File: src/rtl/or_gate_unit.sv
// Bitwise two-input OR with a combinational result and a one-cycle registered result.
// Truth-table coverage counters on bit 0 record which input combinations were sampled.
module or_gate_unit #(
    parameter int WIDTH = 1,
    parameter int CNT_W = 8
) (
    input  logic             clk,
    input  logic             rst,
    input  logic [WIDTH-1:0] a,
    input  logic [WIDTH-1:0] b,
    input  logic             in_valid,
    input  logic             clr,
    output logic [WIDTH-1:0] y,
    output logic             any_one,
    output logic [WIDTH-1:0] y_q,
    output logic             out_valid,
    output logic [CNT_W-1:0] cnt_00,
    output logic [CNT_W-1:0] cnt_01,
    output logic [CNT_W-1:0] cnt_10,
    output logic [CNT_W-1:0] cnt_11,
    output logic             covered
);

    localparam logic [CNT_W-1:0] CNT_MAX = {CNT_W{1'b1}};

    logic [WIDTH-1:0] y_reg_q, y_reg_d;
    logic             vld_q, vld_d;
    logic [CNT_W-1:0] cnt_q [4];
    logic [CNT_W-1:0] cnt_d [4];
    logic [1:0]       sel;

    assign y       = a | b;
    assign any_one = |y;
    assign sel     = {a[0], b[0]};

    always_comb begin
        y_reg_d = y_reg_q;
        vld_d   = 1'b0;
        if (in_valid) begin
            y_reg_d = a | b;
            vld_d   = 1'b1;
        end
    end

    // clr beats in_valid for the counters; the registered path is unaffected by clr
    always_comb begin
        for (int i = 0; i < 4; i++) begin
            cnt_d[i] = cnt_q[i];
        end
        if (clr) begin
            for (int i = 0; i < 4; i++) begin
                cnt_d[i] = '0;
            end
        end else if (in_valid) begin
            if (cnt_q[sel] != CNT_MAX) begin
                cnt_d[sel] = cnt_q[sel] + CNT_W'(1);
            end
        end
    end

    always_ff @(posedge clk) begin
        if (rst) begin
            y_reg_q <= '0;
            vld_q   <= 1'b0;
            for (int i = 0; i < 4; i++) begin
                cnt_q[i] <= '0;
            end
        end else begin
            y_reg_q <= y_reg_d;
            vld_q   <= vld_d;
            for (int i = 0; i < 4; i++) begin
                cnt_q[i] <= cnt_d[i];
            end
        end
    end

    assign y_q       = y_reg_q;
    assign out_valid = vld_q;
    assign cnt_00    = cnt_q[0];
    assign cnt_01    = cnt_q[1];
    assign cnt_10    = cnt_q[2];
    assign cnt_11    = cnt_q[3];
    assign covered   = (cnt_q[0] != '0) && (cnt_q[1] != '0) &&
                       (cnt_q[2] != '0) && (cnt_q[3] != '0);

endmodule

File: config.mk
export PLATFORM = sky130hd
export DESIGN_NAME = or_gate_unit
export DESIGN_NICKNAME = d
export VERILOG_FILES = /design/src/rtl/or_gate_unit.sv
export SDC_FILE = /design/constraint.sdc
export NUM_CORES = 1
export LEC_CHECK = 0
export ABC_AREA = 1
export CELL_PAD_IN_SITES_DETAIL_PLACEMENT = 1
export CELL_PAD_IN_SITES_GLOBAL_PLACEMENT = 2
export CORE_ASPECT_RATIO = 1.25
export CORE_UTILIZATION = 29
export DETAILED_ROUTE_END_ITERATION = 8
export HOLD_SLACK_MARGIN = 0.05
export PLACE_DENSITY = 0.83
export SYNTH_ARGS = -nofsm -noshare
export SYNTH_HDL_FRONTEND = slang
export SYNTH_SLANG_ARGS = --single-unit
File: constraint.sdc
create_clock -name clk -period 3.7 [get_ports clk]
set_input_delay 0.74 -clock clk [delete_from_list [all_inputs] [get_ports clk]]
set_output_delay 0.74 -clock clk [all_outputs]
set_load 0.1 [all_outputs]
======== Word-level counts from Yosys, hierarchy flattened ========
Memories as Yosys holds them, arrays and structs flattened.
Cells that the tools add are included.
storage, ports and cells
  register bits ........................... 2
  RAM bits ................................ 32
  input port bits ......................... 6
  output and inout port bits .............. 37
  logic and storage cells ................. 35
  memories ................................ 1
memories
  memory  words  bits a word  rd ports  clocked after memory_dff  wr ports  RTL line  source
  cnt_q   4      8            5         0                         4         28        logic [CNT_W-1:0] cnt_q [4];
operators by class
  add/subtract/negate cells ............... 1
  order comparisons ....................... 2
  equal/unequal tests ..................... 1
  muxes and demuxes ....................... 14
  bitwise operators ....................... 6
  reduce and logical (&&, ||, !) cells .... 8
operators with widths
  operator                                                                       count
  32-bit 2-to-1 mux                                                              3
  8-bit 2-to-1 mux                                                               5
  32-bit bitwise mux                                                             1
  8-bit nonzero test                                                             4
  8-bit demux with 2-bit select                                                  1
  8-bit by 1-bit adder with 8-bit output (second input constant)                 1
  8-bit != test (second input constant)                                          1
  1-bit bitwise OR                                                               5
  1-bit logical AND                                                              4
  1-bit 2-to-1 mux                                                               4
  3-bit greater-or-equal comparator (second input constant)                      1
  3-bit by 1-bit less-than comparator with 1-bit output (second input constant)  1
  2-bit inverter with 3-bit output                                               1

======== Longest topological paths before layout ========
Gate-level depths: netlist of the first run.
  depth in word-level cells ............... 10
  mapped depth ............................ 16
  mapped depth without buffers ............ 14

======== Worst setup path after synthesis of the first run ========
No wires, ideal clock.
  path kind ............................... register to output
  from .................................... mem cnt_q[2][3]
  to ...................................... out covered
  arrival ................................. 3.567 ns
  required time ........................... 2.960 ns
  slack ................................... -0.607 ns
  stages on the path, launching flop included .. 5
  path buffers ............................ 0
  path through ............................ dfxtp_1 > inv_1 > nand4_1 > o22ai_1 > a221oi_1
RTL lines
  what                RTL line  source
  start: declaration  28
  end: declaration    21        output logic covered

======== Final worst setup path of the first run ========
  from .................................... in a
  to ...................................... out y
on the way
  cells in the longest elaborated chain, start to end .. 1
ends and longest elaborated chain
  what                RTL line  source
  start: declaration  9         input logic [WIDTH-1:0] a,
  1-bit bitwise OR    32        assign y = a | b;
  end: declaration    13        output logic [WIDTH-1:0] y,
No other way between the ends.

==> results of run 1 <==
[worst max-delay path by stage]
stage	endpoint	slack (ns)	cells past startpoint
floorplan	covered	0.36	4
global placement	cnt_q[0][6]$_SDFFE_PP0P_	0.57	12
detailed placement	cnt_q[0][6]$_SDFFE_PP0P_	0.51	12
CTS	y	0.80	5
global route	cnt_q[0][1]$_SDFFE_PP0P_	0.66	14
finish	y	0.82	5
[state kept, by name, summed over array words and instances (netlist names)]
signal	count
out_valid	1
y_q	1
cnt_q	32
[layout by cell type, fill, tap and decap left out, drive strengths merged]
cell type / netlist / routed
a211oi: 1 / 1
a21oi: 5 / 5
a221oi: 1 / 1
buf: 10 / 6
clkbuf: 3 / 7
clkdlybuf4s50: 0 / 39
clkinv: 0 / 1
dfxtp: 34 / 34
ha: 1 / 1
inv: 52 / 52
nand2: 152 / 152
nand3: 9 / 9
nand3b: 1 / 1
nand4: 7 / 7
nor2: 69 / 69
nor4: 4 / 4
o21ai: 5 / 5
o22ai: 1 / 1
[per-layer routing]
layer	up-vias	track usage, %	part of all wire (%)
met5	-	0	0
met1	1045	22.06	43
met4	0	6.434	1.8
met3	10	2.593	2.1
li1	1142	-	-
met2	28	36.01	53
[cell families after synthesis]
kind of cell	synth area share, %
fa+ha+maj	0.5779
buf+inv	14.91
simple gates	49.54
compound gates	3.526
flops	31.44
[worst register-to-register path, stage by stage (launching register included)]
cell and delay, ns:
dfxtp_1 0.35, nand2_1 0.08, nand4_1 0.15, ha_1 0.28
nand2_4 0.13, nor2_4 0.06, nand2_4 0.13, nand3_4 0.20
a21oi_1 0.25, nor2_1 0.07
[final cells by class]
type | instances | area (sq um)
timing repair buffer | 45 | 460.4
tap | 90 | 112.6
multi-input combinational | 256 | 1170
sequential | 34 | 680.7
fill | 925 | 4392
clock inverter | 1 | 5.005
inverter | 52 | 197.7
clock buffer | 7 | 86.33
[per-stage QoR]
step           power (mW)  instance area [sq um]  setup WS (ns)
2_1_floorplan      0.5454                   2171         0.3599
3_3_place_gp       0.5918                   2621         0.5740
3_5_place_dp       0.5930                   2621         0.5066
4_1_cts            0.8930                   2713         0.8023
5_1_grt            0.9182                   2713         0.6620
6_report           0.8824                   2713         0.8169
[where the power goes]
part / switching [mW] / leakage [nW] / internal, mW
combinational: 0.149 / 1.00 / 0.0499
clock: 0.149 / 0.0482 / 0.150
sequential: 0.00874 / 0.276 / 0.375
==> run_results.csv, run 1 <==
group,metric,value,unit
synthesis,yosysTopAreaCellShare,31.45,%
power_and_ir_drop,powerDensity,325.3,mW/mm^2
clock_tree,cts_buffers,5,
synthesis,synth_seq_cells,34,
route,viasPerCell,4.588,
critical_path,cp.arrival,2.14,ns
clock_tree,path_clk_slew,0.07,ns
synthesis,synth_nets,362,
critical_path,cp-end-kind,"primary output",
sta,max-slew-margin-rel,34.14,%
critical_path,critPathKind,"input pin to primary output",
die,initial_core_util,30.47,%
grt,grt_pass1_vias,2264,
synthesis,yosysTopAreaCell,"dfxtp_1",
power_and_ir_drop,ir_drop,0.0001060,V
die,rows,34,
clock_tree,clock-sinks,34,
critical_path,rr_startpoint,"cnt_q[0][0]$_SDFFE_PP0P_",
route,drc,0,
min_path,hold_class,"flop to flop",
critical_path,cp_max_fo,7,
clock_tree,cts_hold_buffers,0,
route,first_pass_iters,4,
synthesis,synth-seq-area-share,31.45,%
grt,grt_pass1_wl,11370,microns
grt,grt_usage,19.29,%
sta,timing.fmax,346.9,MHz
route,vias,2225,
clock_tree,clk_latency,0.30,ns
critical_path,cp_num_buf_inv,4,
critical_path,startpoint,"a",
layout,drive_above_1_share,9.114,%
route,routed_wl,7011,microns
layout,n_antenna_cell,0,
sta,setup_viol,0,
clock_tree,cts_tree,"yes",
synthesis,synth_cells,355,
grt,grt_max_degree,33,
layout,area_growth,25.32,%
die,core_area,0.007104,sq mm
synthesis,syn-cell-area,0.002165,sq mm
sta,final.setup.tns,0,ns
clock_tree,cts_root_buf,"clkbuf_8",
die,fp.dieW,79.28,microns
critical_path,start_kind,"input pin",
synthesis,ys_async_sr_fraction,0,%
critical_path,critPathTopFamily,"buffers and inverters",
placement,numPortBuffers,42,
die,fp.dieH,98.59,microns
sta,min_period,2.883,ns
clock_tree,post_cts_buffers,0,
layout,final_cells,485,
critical_path,crit_path_max_incr_delay,0.56,ns
placement,gp_congestion,0.8080,
sta,finClkSkew,0.003704,ns
min_path,holdPathEnd,"y_q$_SDFFE_PP0P_",
min_path,holdPathStages,2,
route,postRouteAntennaNets,0,
critical_path,reg2reg_slack,1.90,ns
outcome,outcome,"finished clean",
synthesis,yosysWarnings,0,
job,cap_violations,0,
die,io_pins,43,
critical_path,crit_path_cell_trace,"clkdlybuf4s50_1 > buf_4 > nor2_4 > inv_1 > buf_12",
clock_tree,htreeDepth,2,
placement,place_inst,477,
critical_path,reg2reg_to,"cnt_q[0][6]$_SDFFE_PP0P_",
grt,grt_overflow,0,
sta,timing.final.crit_share,77.92,%
placement,hpwl,5375,microns
critical_path,cp_data_required_time,2.96,ns
synthesis,yosysMostFrequentCell,"nand2_1",
sta,rsz0062_at_grt,"false",
synthesis,synthTopCellsByCount,"nand2_1, nor2_1, inv_1, dfxtp_1",
synthesis,syn_area_per_cell,6.097,sq um
power_and_ir_drop,p_leak,1.327,nW
sta,hold_viol,0,
route,drt_iter0_markers,87,
layout,finalCoreUtilization,38.18,%
sta,worstMarginPinSlew,0.9849,ns
synthesis,ys_types,27,
clock_tree,cts.repair.resized,0,
synthesis,ys.flop_type,"dfxtp_1",
route,wl_per_cell,14.46,microns
critical_path,rr_worst_depth,9,
synthesis,synth_edf_count,0,
min_path,hold_start,"y_q$_SDFFE_PP0P_",
layout,nets,401,
die,die_area,0.007816,sq mm
grt,antenna_found_initial,0,
synthesis,ys_top_cells_by_area,"dfxtp_1, nand2_1, nor2_1",
sta,hold_ws,0.5158,ns
critical_path,cpMaxStageDelayCell,"clkdlybuf4s50_1",
clock_tree,clock_path_buffers,2,
sta,maxSlewViolCount,0,
Power figures use the tool's default switching activity.
==> run 2, diff against run 1 <==
CORE_UTILIZATION = 24   (was 29)
PLACE_DENSITY = 0.73   (was 0.83)
clock period = 2.4 ns   (was 3.7 ns; I/O delays follow)
==> run 2 against run 1 <==
  * Global-route usage down 1.9 points
  * Die area up 20%
  * Non-clock buffer count up 29
  * Flip-flop and latch count unchanged
  * Critical endpoint is now covered
==> run_results.csv, run 2 (synthesized netlist as in run 1, its figures left out) <==
group,metric,value,unit
sta,max-slew-margin-rel,51.33,%
layout,nFillCells,1143,
clock_tree,clock_path_buffers,2,
power_and_ir_drop,power,1.391,mW
grt,antenna_found_initial,0,
power_and_ir_drop,ir_drop,0.0002007,V
critical_path,cp-end-kind,"primary output",
critical_path,critPathKind,"flop to primary output",
layout,drive_above_1_share,31.46,%
clock_tree,htreeDepth,2,
clock_tree,cts_root_buf,"clkbuf_8",
sta,worstMarginPinSlew,0.7277,ns
route,first_pass_iters,4,
grt,grt_max_degree,33,
layout,nets,432,
grt,grt_usage,17.35,%
clock_tree,path_clk_slew,0.07,ns
route,drt_iter0_markers,67,
die,initial_core_util,24.88,%
critical_path,cp_max_fo,4,
grt,grt_overflow,0,
die,rows,38,
route,viasPerCell,4.223,
clock_tree,cts_tree,"yes",
die,fp.dieW,86.94,microns
die,io_pins,43,
sta,setup_viol,0,
sta,finClkSkew,0.01047,ns
die,die_area,0.009405,sq mm
outcome,outcome,"finished clean",
sta,hold_viol,0,
job,cap_violations,0,
sta,timing.final.crit_share,85.07,%
placement,pre_cts_ws,-0.2526,ns
critical_path,cp_num_buf_inv,1,
layout,area_growth,38.03,%
layout,multiInputGateArea,0.001205,sq mm
power_and_ir_drop,powerDensity,465.6,mW/mm^2
placement,gp_congestion,0.7834,
clock_tree,cts_hold_buffers,0,
route,postRouteAntennaNets,0,
clock_tree,post_cts_buffers,0,
layout,final_common_cell,"nand2_1",
power_and_ir_drop,p_leak,1.592,nW
sta,timing.fmax,489.8,MHz
route,vias,2306,
layout,regArea,720.7,sq um
sta,fin_ws,0.3583,ns
layout,n_antenna_cell,0,
die,fp.dieH,108.2,microns
route,drc,0,
clock_tree,clock-sinks,34,
critical_path,start_kind,"flop",
critical_path,crit_path_max_incr_delay,0.59,ns
placement,numPortBuffers,42,
die,core_area,0.008701,sq mm
critical_path,cp.arrival,1.56,ns
layout,top_register,"cnt_q",
sta,maxSlewViolCount,0,
critical_path,cp_data_required_time,1.92,ns
layout,largest_register_ffs,32,
clock_tree,cts_buffers,5,
grt,grt_pass1_wl,12230,microns
critical_path,crit_path_cell_trace,"nor4_1 > a221oi_4 > buf_12",
route,wl_per_cell,14.37,microns
placement,hpwl,6190,microns
sta,min_period,2.042,ns
critical_path,cpMaxStageDelayCell,"nor4_1",
critical_path,critPathTopFamily,"simple AND/OR/NAND/NOR gates",
layout,layout_common_cells,"nand2_1, buf_4, nor2_1",
grt,grt_pass1_vias,2282,
sta,rsz0062_at_grt,"false",
min_path,hold_class,"flop to flop",
clock_tree,clk_latency,0.30,ns
route,routed_wl,7844,microns
[run 2: changes by cell type in the layout (fill, tap and decap cells not counted), sizes merged]
cell	change
dlymetal6s2s	+2
clkdlybuf4s50	-36
nand3	+2
buf	+63
[run 2: layout make-up]
type / instances / area share, %
clock buffer: 7 / 2.889
clock inverter: 1 / 0.1675
inverter: 52 / 6.616
multi-input combinational: 258 / 40.33
sequential: 34 / 24.12
tap: 120 / 5.025
timing repair buffer: 74 / 20.85
[run 2: worst reg2reg max path, cell delays in order, from the launching register on]
cell,delay [ns]
dfxtp_2,0.34
nand2_1,0.11
nand4_1,0.13
ha_1,0.26
nand2_4,0.11
nor2_4,0.04
nand2_4,0.17
nand3_4,0.12
buf_4,0.20
nand2_1,0.05
nand2_1,0.05
nor2_1,0.10
[run 2: final timing paths]
| check | from | to | cells after the start | slack, ns |
|---|---|---|---|---|
| worst min register to register | y_q$_SDFFE_PP0P_ | y_q$_SDFFE_PP0P_ | 2 | 0.50 |
| worst max register to register | cnt_q[2][1]$_SDFFE_PP0P_ | cnt_q[0][2]$_SDFFE_PP0P_ | 11 | 0.67 |
| worst min-delay path | y_q$_SDFFE_PP0P_ | y_q$_SDFFE_PP0P_ | 2 | 0.50 |
| worst max-delay path | cnt_q[3][7]$_SDFFE_PP0P_ | covered | 3 | 0.36 |
[run 2: layer usage]
layer  track usage, %  wire (microns)  vias up
met3            1.756             170        5
met2            28.40            3786       34
met1            23.94            3832     1065
met5                0               0        -
met4            5.000              55        0
li1                 -               -     1202
[run 2: timing repair]
action,4_1_cts,5_1_grt
resized for setup,0,3
endpoints found under the hold margin,0,0
setup endpoints to repair,0,30
[run 2: where the power goes]
| group | total, mW | switching [mW] | internal, mW |
|---|---|---|---|
| sequential | 0.596 | 0.0154 | 0.580 |
| clock | 0.458 | 0.226 | 0.232 |
| combinational | 0.338 | 0.240 | 0.0978 |
[run 2: metrics by stage]
step / hold slack, ns / instances / cell area, sq um / TNS (ns) / utilization (%)
floorplan: 0.5516 / 355 / 2222 / 0 / -
global placement: 0.4825 / 536 / 2868 / -5.336 / 32.96
detailed placement: 0.4909 / 536 / 2868 / -6.226 / 32.96
CTS: 0.4976 / 544 / 2959 / 0 / 34.01
global route: 0.5401 / 546 / 2988 / 0 / 34.34
finish: 0.4963 / 546 / 2988 / 0 / 34.34
==> run 3, diff against run 2 <==
ABC_CLOCK_PERIOD_IN_PS = 2400   (was not set)
GPL_ROUTABILITY_DRIVEN = 0   (was not set)
==> results of run 3 <==
Same layout as run 2: the final DEF is identical, and so are final timing and power.
